`config.mk`:
```
export PLATFORM = sky130hd
export DESIGN_NAME = if_fetch_queue
export DESIGN_NICKNAME = d
export VERILOG_FILES = /design/src/rtl/arm_pkg.sv /design/src/rtl/if_queue_fifo.sv /design/src/rtl/if_fetch_queue.sv
export SDC_FILE = /design/constraint.sdc
export NUM_CORES = 1
export LEC_CHECK = 0
export ABC_AREA = 0
export CAP_MARGIN = 20
export CORE_MARGIN = 1
export CORE_UTILIZATION = 53
export DETAILED_ROUTE_END_ITERATION = 8
export PLACE_DENSITY_LB_ADDON = 0.08
export SYNTH_ARGS = -nofsm -noshare
export SYNTH_HDL_FRONTEND = slang
export SYNTH_SLANG_ARGS = --single-unit
```
`constraint.sdc`:
```
create_clock -name clk -period 4.2 [get_ports clk]
set_clock_uncertainty 0.1 [all_clocks]
set_input_delay 0.63 -clock clk [delete_from_list [all_inputs] [get_ports clk]]
set_output_delay 0.63 -clock clk [all_outputs]
set_load 0.005 [all_outputs]
```
`src/rtl/arm_pkg.sv`:
```
// Shared fetch-path constants, counter sizing helper and fetch FSM state type.
package arm_pkg;

  localparam int ADDR_W_DEF  = 32;
  localparam int INSTR_W_DEF = 32;
  localparam int PC_STEP     = 4;

  // Width of a counter that must hold every value from 0 up to and including depth.
  function automatic int cnt_w(input int depth);
    return $clog2(depth + 1);
  endfunction

  // RUN: responses are live. DRAIN: stale responses from before a branch are still due.
  typedef enum logic {
    ST_RUN   = 1'b0,
    ST_DRAIN = 1'b1
  } fetch_state_e;

endpackage

```
`src/rtl/if_queue_fifo.sv`:
```
// Synchronous FIFO with push/pop/flush and full/empty/count status.
// Pushing into a full FIFO is accepted only when a pop frees a slot the same cycle.
module if_queue_fifo
  import arm_pkg::*;
#(
  parameter int WIDTH = 32,
  parameter int DEPTH = 4
) (
  input  logic                      clk,
  input  logic                      rst,
  input  logic                      push,
  input  logic [WIDTH-1:0]          push_data,
  input  logic                      pop,
  input  logic                      flush,
  output logic [WIDTH-1:0]          pop_data,
  output logic                      full,
  output logic                      empty,
  output logic [cnt_w(DEPTH)-1:0]   count
);

  localparam int PTR_W = $clog2(DEPTH);
  localparam int CNT_W = cnt_w(DEPTH);

  logic [WIDTH-1:0] mem [DEPTH];
  logic [PTR_W-1:0] wr_ptr_q, wr_ptr_d;
  logic [PTR_W-1:0] rd_ptr_q, rd_ptr_d;
  logic [CNT_W-1:0] count_q, count_d;
  logic             do_push, do_pop;

  assign full     = (count_q == CNT_W'(DEPTH));
  assign empty    = (count_q == '0);
  assign count    = count_q;
  assign pop_data = mem[rd_ptr_q];

  assign do_pop  = pop && !empty && !flush;
  assign do_push = push && (!full || do_pop) && !flush;

  // Next pointer/count; flush returns the FIFO to empty regardless of push/pop.
  always_comb begin
    // NOTE: every comb output gets a default first so no path leaves it unassigned (no latch).
    wr_ptr_d = wr_ptr_q;
    rd_ptr_d = rd_ptr_q;
    count_d  = count_q;
    if (flush) begin
      wr_ptr_d = '0;
      rd_ptr_d = '0;
      count_d  = '0;
    end else begin
      if (do_push) wr_ptr_d = wr_ptr_q + PTR_W'(1);
      if (do_pop)  rd_ptr_d = rd_ptr_q + PTR_W'(1);
      count_d = count_q + CNT_W'(do_push) - CNT_W'(do_pop);
    end
  end

  // Pointer and occupancy registers.
  always_ff @(posedge clk or posedge rst) begin
    // NOTE: sequential state uses non-blocking assignments so all flops update from pre-edge values.
    if (rst) begin
      wr_ptr_q <= '0;
      rd_ptr_q <= '0;
      count_q  <= '0;
    end else begin
      wr_ptr_q <= wr_ptr_d;
      rd_ptr_q <= rd_ptr_d;
      count_q  <= count_d;
    end
  end

  // Storage write.
  always_ff @(posedge clk) begin
    // NOTE: storage is deliberately not reset; count_q==0 already marks every slot invalid.
    if (do_push) mem[wr_ptr_q] <= push_data;
  end

endmodule

```
`src/rtl/if_fetch_queue.sv`:
```
// Instruction-fetch stage: issues in-order imem reads at the current PC, tags each with PC+4,
// buffers responses for decode and freezes the PC whenever no request fires. A taken branch
// flushes the queue and drops every response still in flight before fetching resumes.
module if_fetch_queue
  import arm_pkg::*;
#(
  parameter int DEPTH  = 4,
  parameter int ADDR_W = ADDR_W_DEF,
  parameter int DATA_W = INSTR_W_DEF
) (
  input  logic              clk,
  input  logic              rst,
  input  logic [ADDR_W-1:0] pc,
  input  logic              branch_taken,
  output logic              pc_hold,
  output logic              imem_req,
  output logic [ADDR_W-1:0] imem_addr,
  input  logic              imem_ready,
  input  logic              imem_rvalid,
  input  logic [DATA_W-1:0] imem_rdata,
  output logic              id_valid,
  input  logic              id_ready,
  output logic [ADDR_W-1:0] id_pc,
  output logic [DATA_W-1:0] id_instr
);

  localparam int CNT_W = cnt_w(DEPTH);
  localparam int Q_W   = ADDR_W + DATA_W;

  fetch_state_e     state_q, state_d;
  logic [CNT_W-1:0] drop_cnt_q, drop_cnt_d;

  // The tag FIFO holds one entry per request in flight, so its count is the outstanding count.
  logic [CNT_W-1:0]  outstanding;
  logic [CNT_W-1:0]  q_count;
  logic [CNT_W:0]    inflight;
  logic [ADDR_W-1:0] tag_head;
  logic [Q_W-1:0]    q_head;
  logic              tag_full, tag_empty, q_full, q_empty;
  logic              fire, rsp_valid, q_push, q_pop;

  assign inflight  = {1'b0, q_count} + {1'b0, outstanding};
  assign imem_req  = !rst && !branch_taken && (state_q == ST_RUN)
                     && (inflight < (CNT_W + 1)'(DEPTH));
  assign imem_addr = pc;
  assign fire      = imem_req && imem_ready;
  assign pc_hold   = !fire;

  // Responses with nothing outstanding are ignored.
  assign rsp_valid = imem_rvalid && !tag_empty;
  assign q_push    = rsp_valid && (state_q == ST_RUN) && !branch_taken;
  assign q_pop     = id_valid && id_ready && !branch_taken;

  assign id_valid  = !q_empty;
  assign id_pc     = id_valid ? q_head[Q_W-1 -: ADDR_W] : '0;
  assign id_instr  = id_valid ? q_head[DATA_W-1:0]     : '0;

  if_queue_fifo #(.WIDTH(ADDR_W), .DEPTH(DEPTH)) u_tag_fifo (
    .clk       (clk),
    .rst       (rst),
    .push      (fire),
    .push_data (pc + ADDR_W'(PC_STEP)),
    .pop       (rsp_valid),
    .flush     (1'b0),
    .pop_data  (tag_head),
    .full      (tag_full),
    .empty     (tag_empty),
    .count     (outstanding)
  );

  if_queue_fifo #(.WIDTH(Q_W), .DEPTH(DEPTH)) u_instr_q (
    .clk       (clk),
    .rst       (rst),
    .push      (q_push),
    .push_data ({tag_head, imem_rdata}),
    .pop       (q_pop),
    .flush     (branch_taken),
    .pop_data  (q_head),
    .full      (q_full),
    .empty     (q_empty),
    .count     (q_count)
  );

  // Drop counter and RUN/DRAIN next state; a flush counts every response still due as stale.
  always_comb begin
    drop_cnt_d = drop_cnt_q;
    if (branch_taken) begin
      drop_cnt_d = outstanding - CNT_W'(rsp_valid);
    end else if (rsp_valid && (state_q == ST_DRAIN)) begin
      drop_cnt_d = drop_cnt_q - CNT_W'(1);
    end
    state_d = (drop_cnt_d != '0) ? ST_DRAIN : ST_RUN;
  end

  // FSM state and drop counter registers.
  always_ff @(posedge clk or posedge rst) begin
    if (rst) begin
      state_q    <= ST_RUN;
      drop_cnt_q <= '0;
    end else begin
      state_q    <= state_d;
      drop_cnt_q <= drop_cnt_d;
    end
  end

  a_rsp_without_req: assert property (@(posedge clk) disable iff (rst) imem_rvalid |-> !tag_empty);
  a_tag_overflow:    assert property (@(posedge clk) disable iff (rst) !(fire && tag_full));
  a_q_overflow:      assert property (@(posedge clk) disable iff (rst) !(q_push && q_full && !q_pop));

endmodule

```
**After elaboration in Yosys (flattened, before gate mapping)**

Memory sizes are Yosys's and may differ from the RTL's.
Index checks and enable logic that the tools add are counted.

- Input bits: 70
- Word-level logic and storage cells: 70
- Register bits: 18
- Output and inout bits: 99
- Memory bits (writable): 384
- Memories kept: 2

- Order comparisons: 1
- $add $sub $neg: 12
- Reductions and logical operators: 30
- Equality and inequality tests: 2
- Multiplexer cells: 14
- Bitwise operators: 1

Memory list:

| name | depth | width | read ports | clocked after memory_dff | wr ports | line | source |
|---|---|---|---|---|---|---|---|
| u_instr_q.mem | 4 | 64 | 1 | 0 | 1 | if_queue_fifo.sv:24 | `logic [WIDTH-1:0] mem [DEPTH];` |
| u_tag_fifo.mem | 4 | 32 | 1 | 0 | 1 | if_queue_fifo.sv:24 |  |

Operators by type and width:

| operator | count |
|---|---|
| two-way mux 32 bit | 2 |
| adder 32 x 3 -> 32 bit, second input constant | 1 |
| logical AND 1 bit | 16 |
| two-way mux 3 bit | 3 |
| subtractor 3 x 1 -> 3 bit | 3 |
| adder 2 x 1 -> 2 bit, second input constant | 4 |
| two-way mux 2 bit | 4 |
| logical NOT 1 bit | 7 |
| adder 3 x 1 -> 3 bit | 2 |
| equality test 3 bit, second input constant | 2 |
| logical NOT 3 bit | 2 |
| two-way mux 1 bit | 5 |
| adder 3 x 3 -> 4 bit | 1 |
| < comparator 4 x 3 -> 1 bit, second input constant | 1 |
| nonzero test 2 bit | 2 |
| nonzero test 3 bit | 1 |
| subtractor 3 x 1 -> 3 bit, second input constant | 1 |
| logical OR 1 bit | 2 |
| inverter 1 bit | 1 |

**Depth between registers and ports, before layout**

Gate-level depths: netlist of the first run.

- Word-level depth: 12
- Depth in mapped cells: 11
- Depth with buffers taken out: 10

**Modules after synthesis**

A second synthesis of the first run with hierarchy kept.

- Cells, all modules: 828
- Area total of the unflattened synthesis: 16488.3 µm²

Modules (own cells, without submodules):

| module | sequential area each (µm²) | area an instance (µm²) | times used | cells each |
|---|---|---|---|---|
| if_queue_fifo at u_instr_q | 7862.5 | 9731.8 | 1 | 382 |
| if_queue_fifo at u_tag_fifo | 4018.9 | 5112.4 | 1 | 216 |
| if_fetch_queue | 100.1 | 1644.1 | 1 | 230 |

**Worst setup path before layout of the first run**

OpenSTA, ideal clock, no wires.

- Path type: in2reg
- Start: input branch_taken
- End: memory u_instr_q.mem[0][0] in the netlist's numbering, enable pin
- Setup time: 0.429 ns
- Cell stages on the path: 5
- Required time: 3.671 ns
- Path buffers: 2
- Arrival: 2.703 ns
- Setup slack: 0.968 ns
- Cell sequence: clkbuf_8 > nor2_1 > and3_1 > buf_6 > and2_1

- Cells in the longest elaborated chain, start to end: 9

RTL lines:

| element | line | source |
|---|---|---|
| start: declaration | if_fetch_queue.sv:14 | `input logic branch_taken,` |
| logical NOT 1 bit * | n/a |  |
| logical AND 1 bit | if_fetch_queue.sv:52 | `assign q_pop = id_valid && id_ready && !branch_taken;` |
| logical AND 1 bit (2 in series) | if_queue_fifo.sv:35 | `assign do_pop = pop && !empty && !flush;` |
| logical OR 1 bit | if_queue_fifo.sv:36 | `assign do_push = push && (!full \|\| do_pop) && !flush;` |
| logical AND 1 bit | if_queue_fifo.sv:36 |  |
| logical AND 1 bit * | if_queue_fifo.sv:36 |  |
| two-way mux 1 bit * | if_queue_fifo.sv:72 | `if (do_push) mem[wr_ptr_q] <= push_data;` |
| two-way mux 1 bit (implied by the code) * | if_queue_fifo.sv:72 |  |
| end: declaration | if_queue_fifo.sv:24 |  |

Every way passes the cells marked *; elsewhere a longest branch is shown, timed or not.

**Final worst setup path of the first run**

- Start: register u_instr_q.rd_ptr_q[0]
- End: output id_pc[19]

- Cells in the longest elaborated chain, start to end: 2

RTL lines:

| element | line | source |
|---|---|---|
| start: declaration | if_queue_fifo.sv:26 | `logic [PTR_W-1:0] rd_ptr_q, rd_ptr_d;` |
| start signal: assignment | if_queue_fifo.sv:64 | `rd_ptr_q <= rd_ptr_d;` |
| memory read (4 x 64 bit) | n/a |  |
| two-way mux 32 bit | if_fetch_queue.sv:55 | `assign id_pc = id_valid ? q_head[Q_W-1 -: ADDR_W] : '0;` |
| end: declaration | if_fetch_queue.sv:23 | `output logic [ADDR_W-1:0] id_pc,` |

Every way passes these cells.

==> results of run 1 <==
## worst max-delay path, cell delays in order (launching register included)
cell and delay, ps:
dfrtp_4 700, buf_12 380, mux4_2 610, and2_1 190
clkdlybuf4s50_1 440
## layout make-up
cell class	count	area (um^2)	area share, %
flip-flops and latches	402	11990	61.46
multi-input cells	314	3800	19.48
repair buffers	188	1869	9.583
clock buffers	52	1107	5.677
well taps	390	488.0	2.502
clock inverters	21	181.4	0.9301
inverters	19	71.32	0.3656
## cells by family (layout without fill, tap and decap cells)
group	after synthesis	in the layout	synth area share (%)
compound gates	8	8	0.4309
mux	100	100	13.55
flops	402	402	73.68
buf+inv	85	280	3.024
fa+ha+maj	20	20	1.631
xor+xnor	39	39	2.100
simple gates	147	147	5.586
## flip-flops by register name, indices dropped and copies added, names as in the netlist
name and count:
drop_cnt_q 3, u_tag_fifo.wr_ptr_q 2, u_instr_q.count 3, u_instr_q.rd_ptr_q 2, u_tag_fifo.rd_ptr_q 2, u_instr_q.mem 256
state_q 1, u_tag_fifo.count 3, u_tag_fifo.mem 128, u_instr_q.wr_ptr_q 2
## placed cells by master (no fill, tap or decap), types with 5 or more instances in the layout
master and count:
edfxtp_1 384, clkdlybuf4s50_1 168, mux4_2 96, and2_1 71
clkbuf_16 41, xnor2_1 23, inv_1 19, ha_1 18
buf_4 17, xor2_1 16, dfrtp_1 14, nor2_1 12
nand2_1 12, nand3_1 11, clkinv_2 11, nand4_1 9
clkbuf_1 7, and3_1 5, nor3_1 5, clkinv_1 5
## per-stage QoR
stage          total power, mW  cells
2_1_floorplan            6.453    801
3_3_place_gp             7.519   1312
3_5_place_dp             7.591   1312
4_1_cts                  11.05   1385
5_1_grt                  11.43   1386
6_report                 10.93   1386
## power groups by stage
stage / combinational (mW) / clock (mW) / sequential, mW
floorplan: 1.59 / 0 / 4.87
global placement: 2.45 / 0 / 5.07
detailed placement: 2.52 / 0 / 5.08
CTS: 2.52 / 3.54 / 4.99
global route: 2.72 / 3.69 / 5.02
finish: 2.49 / 3.46 / 4.98
## metal layers
layer / track usage [%] / vias up
met5: 0 / -
met4: 5.172 / 0
met3: 3.222 / 34
met2: 32.94 / 229
met1: 26.85 / 3993
li1: - / 3476
## how the worst max path moves through the flow
stage                                            from                             end  slack, ps  depth (start not counted)
floorplan                                branch_taken   u_instr_q.mem[0][0]$_DFFE_PP_        970                          5
global placement                          imem_rvalid  u_instr_q.mem[2][42]$_DFFE_PP_        990                          5
CTS                 u_instr_q.rd_ptr_q[0]$_DFFE_PP0P_                       id_pc[19]        520                          4
global route        u_instr_q.rd_ptr_q[0]$_DFFE_PP0P_                       id_pc[19]        420                          4
detailed placement                        imem_rvalid  u_instr_q.mem[2][41]$_DFFE_PP_        910                          5
finish              u_instr_q.rd_ptr_q[0]$_DFFE_PP0P_                       id_pc[19]        590                          4
==> flow_summary.yaml, run 1 <==
status:
  status: "finished, final reports clean"
clock_tree:
  cts.sinks: 402
  clkSlewWorstSetupHoldPaths_ps: 60
  cts_made_buffers: 40
  cts_setup_buffers: 0
  cts-root-to-sink-buffers: 3
  cts_max_level: 2
  clk-insertion-delay-late_ps: 530
  cts_resized: 0
  holdBufCountCts: 0
  cts_root_buffer: "clkbuf_16"
  tritoncts: "yes"
hold_path:
  whs_endpoint: "u_instr_q.wr_ptr_q[0]$_DFFE_PP0P_"
  worstHoldPathType: "reg2reg"
  min_path_cells: 1
  worstHoldStart: "u_instr_q.wr_ptr_q[0]$_DFFE_PP0P_"
routing:
  met3_wirelength_um: 1545
  drt_first_iter_violations: 610
  drt_wl_total_um: 29630
  routed.top_layer: "met4"
  met2WireLength_um: 14930
  met1Wirelength_um: 12660
  postRouteAntennaNets: 0
  vias_per_cell: 5.579
  routed-via-count: 7732
  first_pass_iters: 4
  drc: 0
  post_drt_wl_per_cell_um: 21.38
cells_and_area:
  core_utilization_of_the_finished_layout_pct: 65.29
  synthToLayoutAreaGrowth_pct: 19.95
  fill_cells: 2023
  n_antenna_cell: 0
  design_area_um2: 19510
  nets_final: 1055
  post_route_cells_drive_above_1_share_pct: 19.78
placed_design:
  post-place-ws_ps: 910.1
  post_dp_cell_area_um2: 18200
  place.detailed.hpwl_um: 18600
  io_buffer_count: 168
  gpl.final_weighted_congestion: 0.8250
die:
  die_w_um: 177.2
  die_h_um: 177.2
  rows: 63
  fp.coreArea_um2: 29870
  floorplan.initialDensity_pct: 54.43
  floorplan.die_area_um2: 31390
  ios: 169
power_and_ir_drop:
  share_clk_of_total_power_pct: 31.7
  power_frac_seq_pct: 45.5
  power.density_nw_per_um2: 560.5
  power_report.internal_total_mw: 8.206
  total_leakage_power_nw: 6.346
  combPwrFrac_pct: 22.8
  power_switching_share_pct: 24.94
  power.switching_mw: 2.727
  vdd_drop_max_mv: 0.3038
sta:
  worst-slew-pin-transition_ps: 838.7
  post-route-min-period_ps: 3608
  setup_viol_count_final: 0
  relSlewSlack_pct: 44.09
  grt_setup_unrepaired: "no"
  hold_slack_ps: 459.0
  worst_slack_ps: 592.2
  final-max-slew-violation-count: 0
  maximum_clock_frequency_ghz: 0.2772
  min_period_over_period_pct: 85.90
  setup_total_negative_slack_ps: 0
  timing_hold_violations_final: 0
critical_path:
  cp.arrival_ps: 2880
  end_kind: "output port"
  critical_path.max_fanout: 42
  reg2reg_depth: 9
  critical_path.reg2reg.startpoint: "u_tag_fifo.count[2]$_DFF_PP0_"
  cp_data_required_time_ps: 3470
  r2r_slack_ps: 1370
  worstSetupPathType: "reg2out"
  cp-start-kind: "flop"
  r2r_end: "u_tag_fifo.count[2]$_DFF_PP0_"
synth:
  synth_top_area_cell: "edfxtp_1"
  most_area_consuming_cells_after_synthesis: "edfxtp_1, mux4_2, and2_1"
  count_of_different_cell_masters_after_synthesis: 44
  synthesis.area_um2: 16260
  synth.cells.most_frequent: "edfxtp_1, mux4_2, and2_1"
  post_synth_top_flop: "edfxtp_1"
  avgSynthCellArea_um2: 20.30
  synth_edf_count: 384
  yosysMostFrequentCell: "edfxtp_1"
  synthCells: 801
  yosysTopAreaCellShare_pct: 70.91
  synth.ff_latch_count: 402
  synth-async-reset-ratio_pct: 4.478
  synth_warnings: 0
  syn-num-nets: 891
  yosysSeqAreaShare_pct: 73.68
global_route:
  antenna_found_initial: 0
  number_of_global_route_vias_before_repair: 8253
  grt_usage_pct: 19.63
  maximum_number_of_pins_on_one_net_before_global_route_repair: 68
  first_pass_grt_wire_length_um: 46070
  grt_remaining_overflow: 0
job:
  maxCapViolations: 0
Power figures use the tool's default switching activity.
==> run 2, diff against run 1 <==
SYNTH_HIERARCHICAL = 1   (was default)
==> flow_summary.yaml, run 2 <==
critical_path:
  worstSetupPathType: "reg2out"
  end_kind: "output port"
  worst_path_largest_cell_delay_ps: 670
  critical-path-top-delay-family: "buffers and inverters"
  worstPathBufferInverterCount: 2
  cp_cell_sequence: "nor3_2 > buf_4 > nor2b_1 > clkdlybuf4s50_1"
  critical_path.max_fanout: 64
  cp-start-kind: "flop"
  cp_data_required_time_ps: 3470
  cp.arrival_ps: 2760
  worst_path_max_delay_cell: "buf_4"
die:
  die_h_um: 178.3
  floorplan.initialDensity_pct: 53.85
  fp.coreArea_um2: 30590
  die_w_um: 178.3
  ios: 169
  floorplan.die_area_um2: 31790
  rows: 64
global_route:
  maximum_number_of_pins_on_one_net_before_global_route_repair: 65
  grt_remaining_overflow: 0
  global_route.usage.met2_pct: 33.20
  use_met1_pct: 28.14
  first_pass_grt_wire_length_um: 47150
  antenna_found_initial: 0
  use_met3_pct: 2.920
  grt_usage_pct: 19.88
  number_of_global_route_vias_before_repair: 8466
  global_route.peak_usage_layer: "met2"
routing:
  post_drt_wl_per_cell_um: 21.58
  drt_first_iter_violations: 476
  postRouteAntennaNets: 0
  drc: 0
  routed-via-count: 7916
  first_pass_iters: 4
  vias_per_cell: 5.618
  drt_wl_total_um: 30410
power_and_ir_drop:
  vdd_drop_max_mv: 0.2493
  finalPower_mw: 7.882
  total_leakage_power_nw: 6.211
  power.density_nw_per_um2: 401.9
sta:
  setup_viol_count_final: 0
  maximum_clock_frequency_ghz: 0.2864
  timing_hold_violations_final: 0
  final-max-slew-violation-count: 0
  worst-slew-pin-transition_ps: 963.7
  grt_setup_unrepaired: "no"
  setup_total_negative_slack_ps: 0
  hold_slack_ps: 288.8
  min_period_over_period_pct: 83.12
  worst_slack_ps: 708.8
  relSlewSlack_pct: 35.75
  post-route-min-period_ps: 3491
cells_and_area:
  post_route_cells_drive_above_1_share_pct: 19.15
  largest_registers: "u_instr_q/mem (256), u_tag_fifo/mem (128)"
  n_antenna_cell: 0
  nets_final: 1077
  largest_register_ff_count: 256
  core_utilization_of_the_finished_layout_pct: 64.12
  synthToLayoutAreaGrowth_pct: 19.06
  instances_no_fill: 1409
  design_area_um2: 19610
  final_cell_mix: "edfxtp_1, clkdlybuf4s50_1, mux4_2"
  final_common_cell: "edfxtp_1"
  regMostFlops: "u_instr_q/mem"
synth:
  avgSynthCellArea_um2: 19.94
  synth_warnings: 6
  synthCells: 826
  synthesis.area_um2: 16470
clock_tree:
  cts_root_buffer: "clkbuf_16"
  clkSlewWorstSetupHoldPaths_ps: 60
  cts_resized: 0
  cts_setup_buffers: 0
  clk-insertion-delay-late_ps: 520
  holdBufCountCts: 0
  tritoncts: "yes"
  cts.sinks: 402
  cts_made_buffers: 40
  cts_max_level: 2
  cts-root-to-sink-buffers: 3
placed_design:
  gpl.final_weighted_congestion: 0.7795
  post-place-ws_ps: 492.7
  post_dp_cell_area_um2: 18420
  place.detailed.hpwl_um: 19000
  io_buffer_count: 168
  place.detailed.instances: 1341
hold_path:
  worstHoldPathType: "in2async"
status:
  status: "finished, final reports clean"
job:
  maxCapViolations: 0
## run 2: cell types whose count changed in the layout (fill, tap and decap cells not counted), sizes merged, moves of 4 or more
cell,change
nor2b,+68
and4,-4
buf,-4
nor2,+10
nand2b,+4
and2,-65
xor2,+6
nor4,+8
nand4,-4
xnor2,-6
## run 2: worst paths after layout
| kind | startpoint | to | slack (ps) | cells past startpoint |
|---|---|---|---|---|
| max | u_instr_q/count[1]$_DFF_PP0_ | id_pc[9] | 710 | 4 |
| min | rst | drop_cnt_q[0]$_DFF_PP0_ | 290 | 2 |
| max reg2reg | u_tag_fifo/count[2]$_DFF_PP0_ | u_tag_fifo/count[2]$_DFF_PP0_ | 760 | 14 |
| min reg2reg | u_instr_q/wr_ptr_q[1]$_DFFE_PP0P_ | u_instr_q/wr_ptr_q[1]$_DFFE_PP0P_ | 510 | 2 |
| max in group asynchronous | rst | u_tag_fifo/rd_ptr_q[0]$_DFFE_PP0P_ | 3390 | 2 |
| min in group clk | u_instr_q/wr_ptr_q[1]$_DFFE_PP0P_ | u_instr_q/wr_ptr_q[1]$_DFFE_PP0P_ | 510 | 2 |
## run 2: layout make-up
| type | count | area (um^2) |
|---|---|---|
| Multi-Input combinational cell | 337 | 3970 |
| Sequential cell | 402 | 11990 |
| Clock buffer | 49 | 1056 |
| Inverter | 22 | 82.58 |
| Tap cell | 396 | 495.5 |
| Clock inverter | 19 | 142.6 |
| Fill cell | 2139 | 10980 |
| Timing Repair Buffer | 184 | 1877 |
## run 2: power breakdown
group          switching [mW]  leakage, nW  total, mW  internal, mW
clock network            1.36        0.583       3.26          1.90
logic                   0.110         1.93      0.228         0.118
registers             0.00643         3.69       4.40          4.39
total                    1.47         6.21       7.88          6.41
## run 2: metal layers
metal / wire length (um) / vias up
met3: 1642 / 31
li1: - / 3534
met1: 13210 / 4096
met2: 15190 / 255
met4: 365 / 0
met5: 0 / -
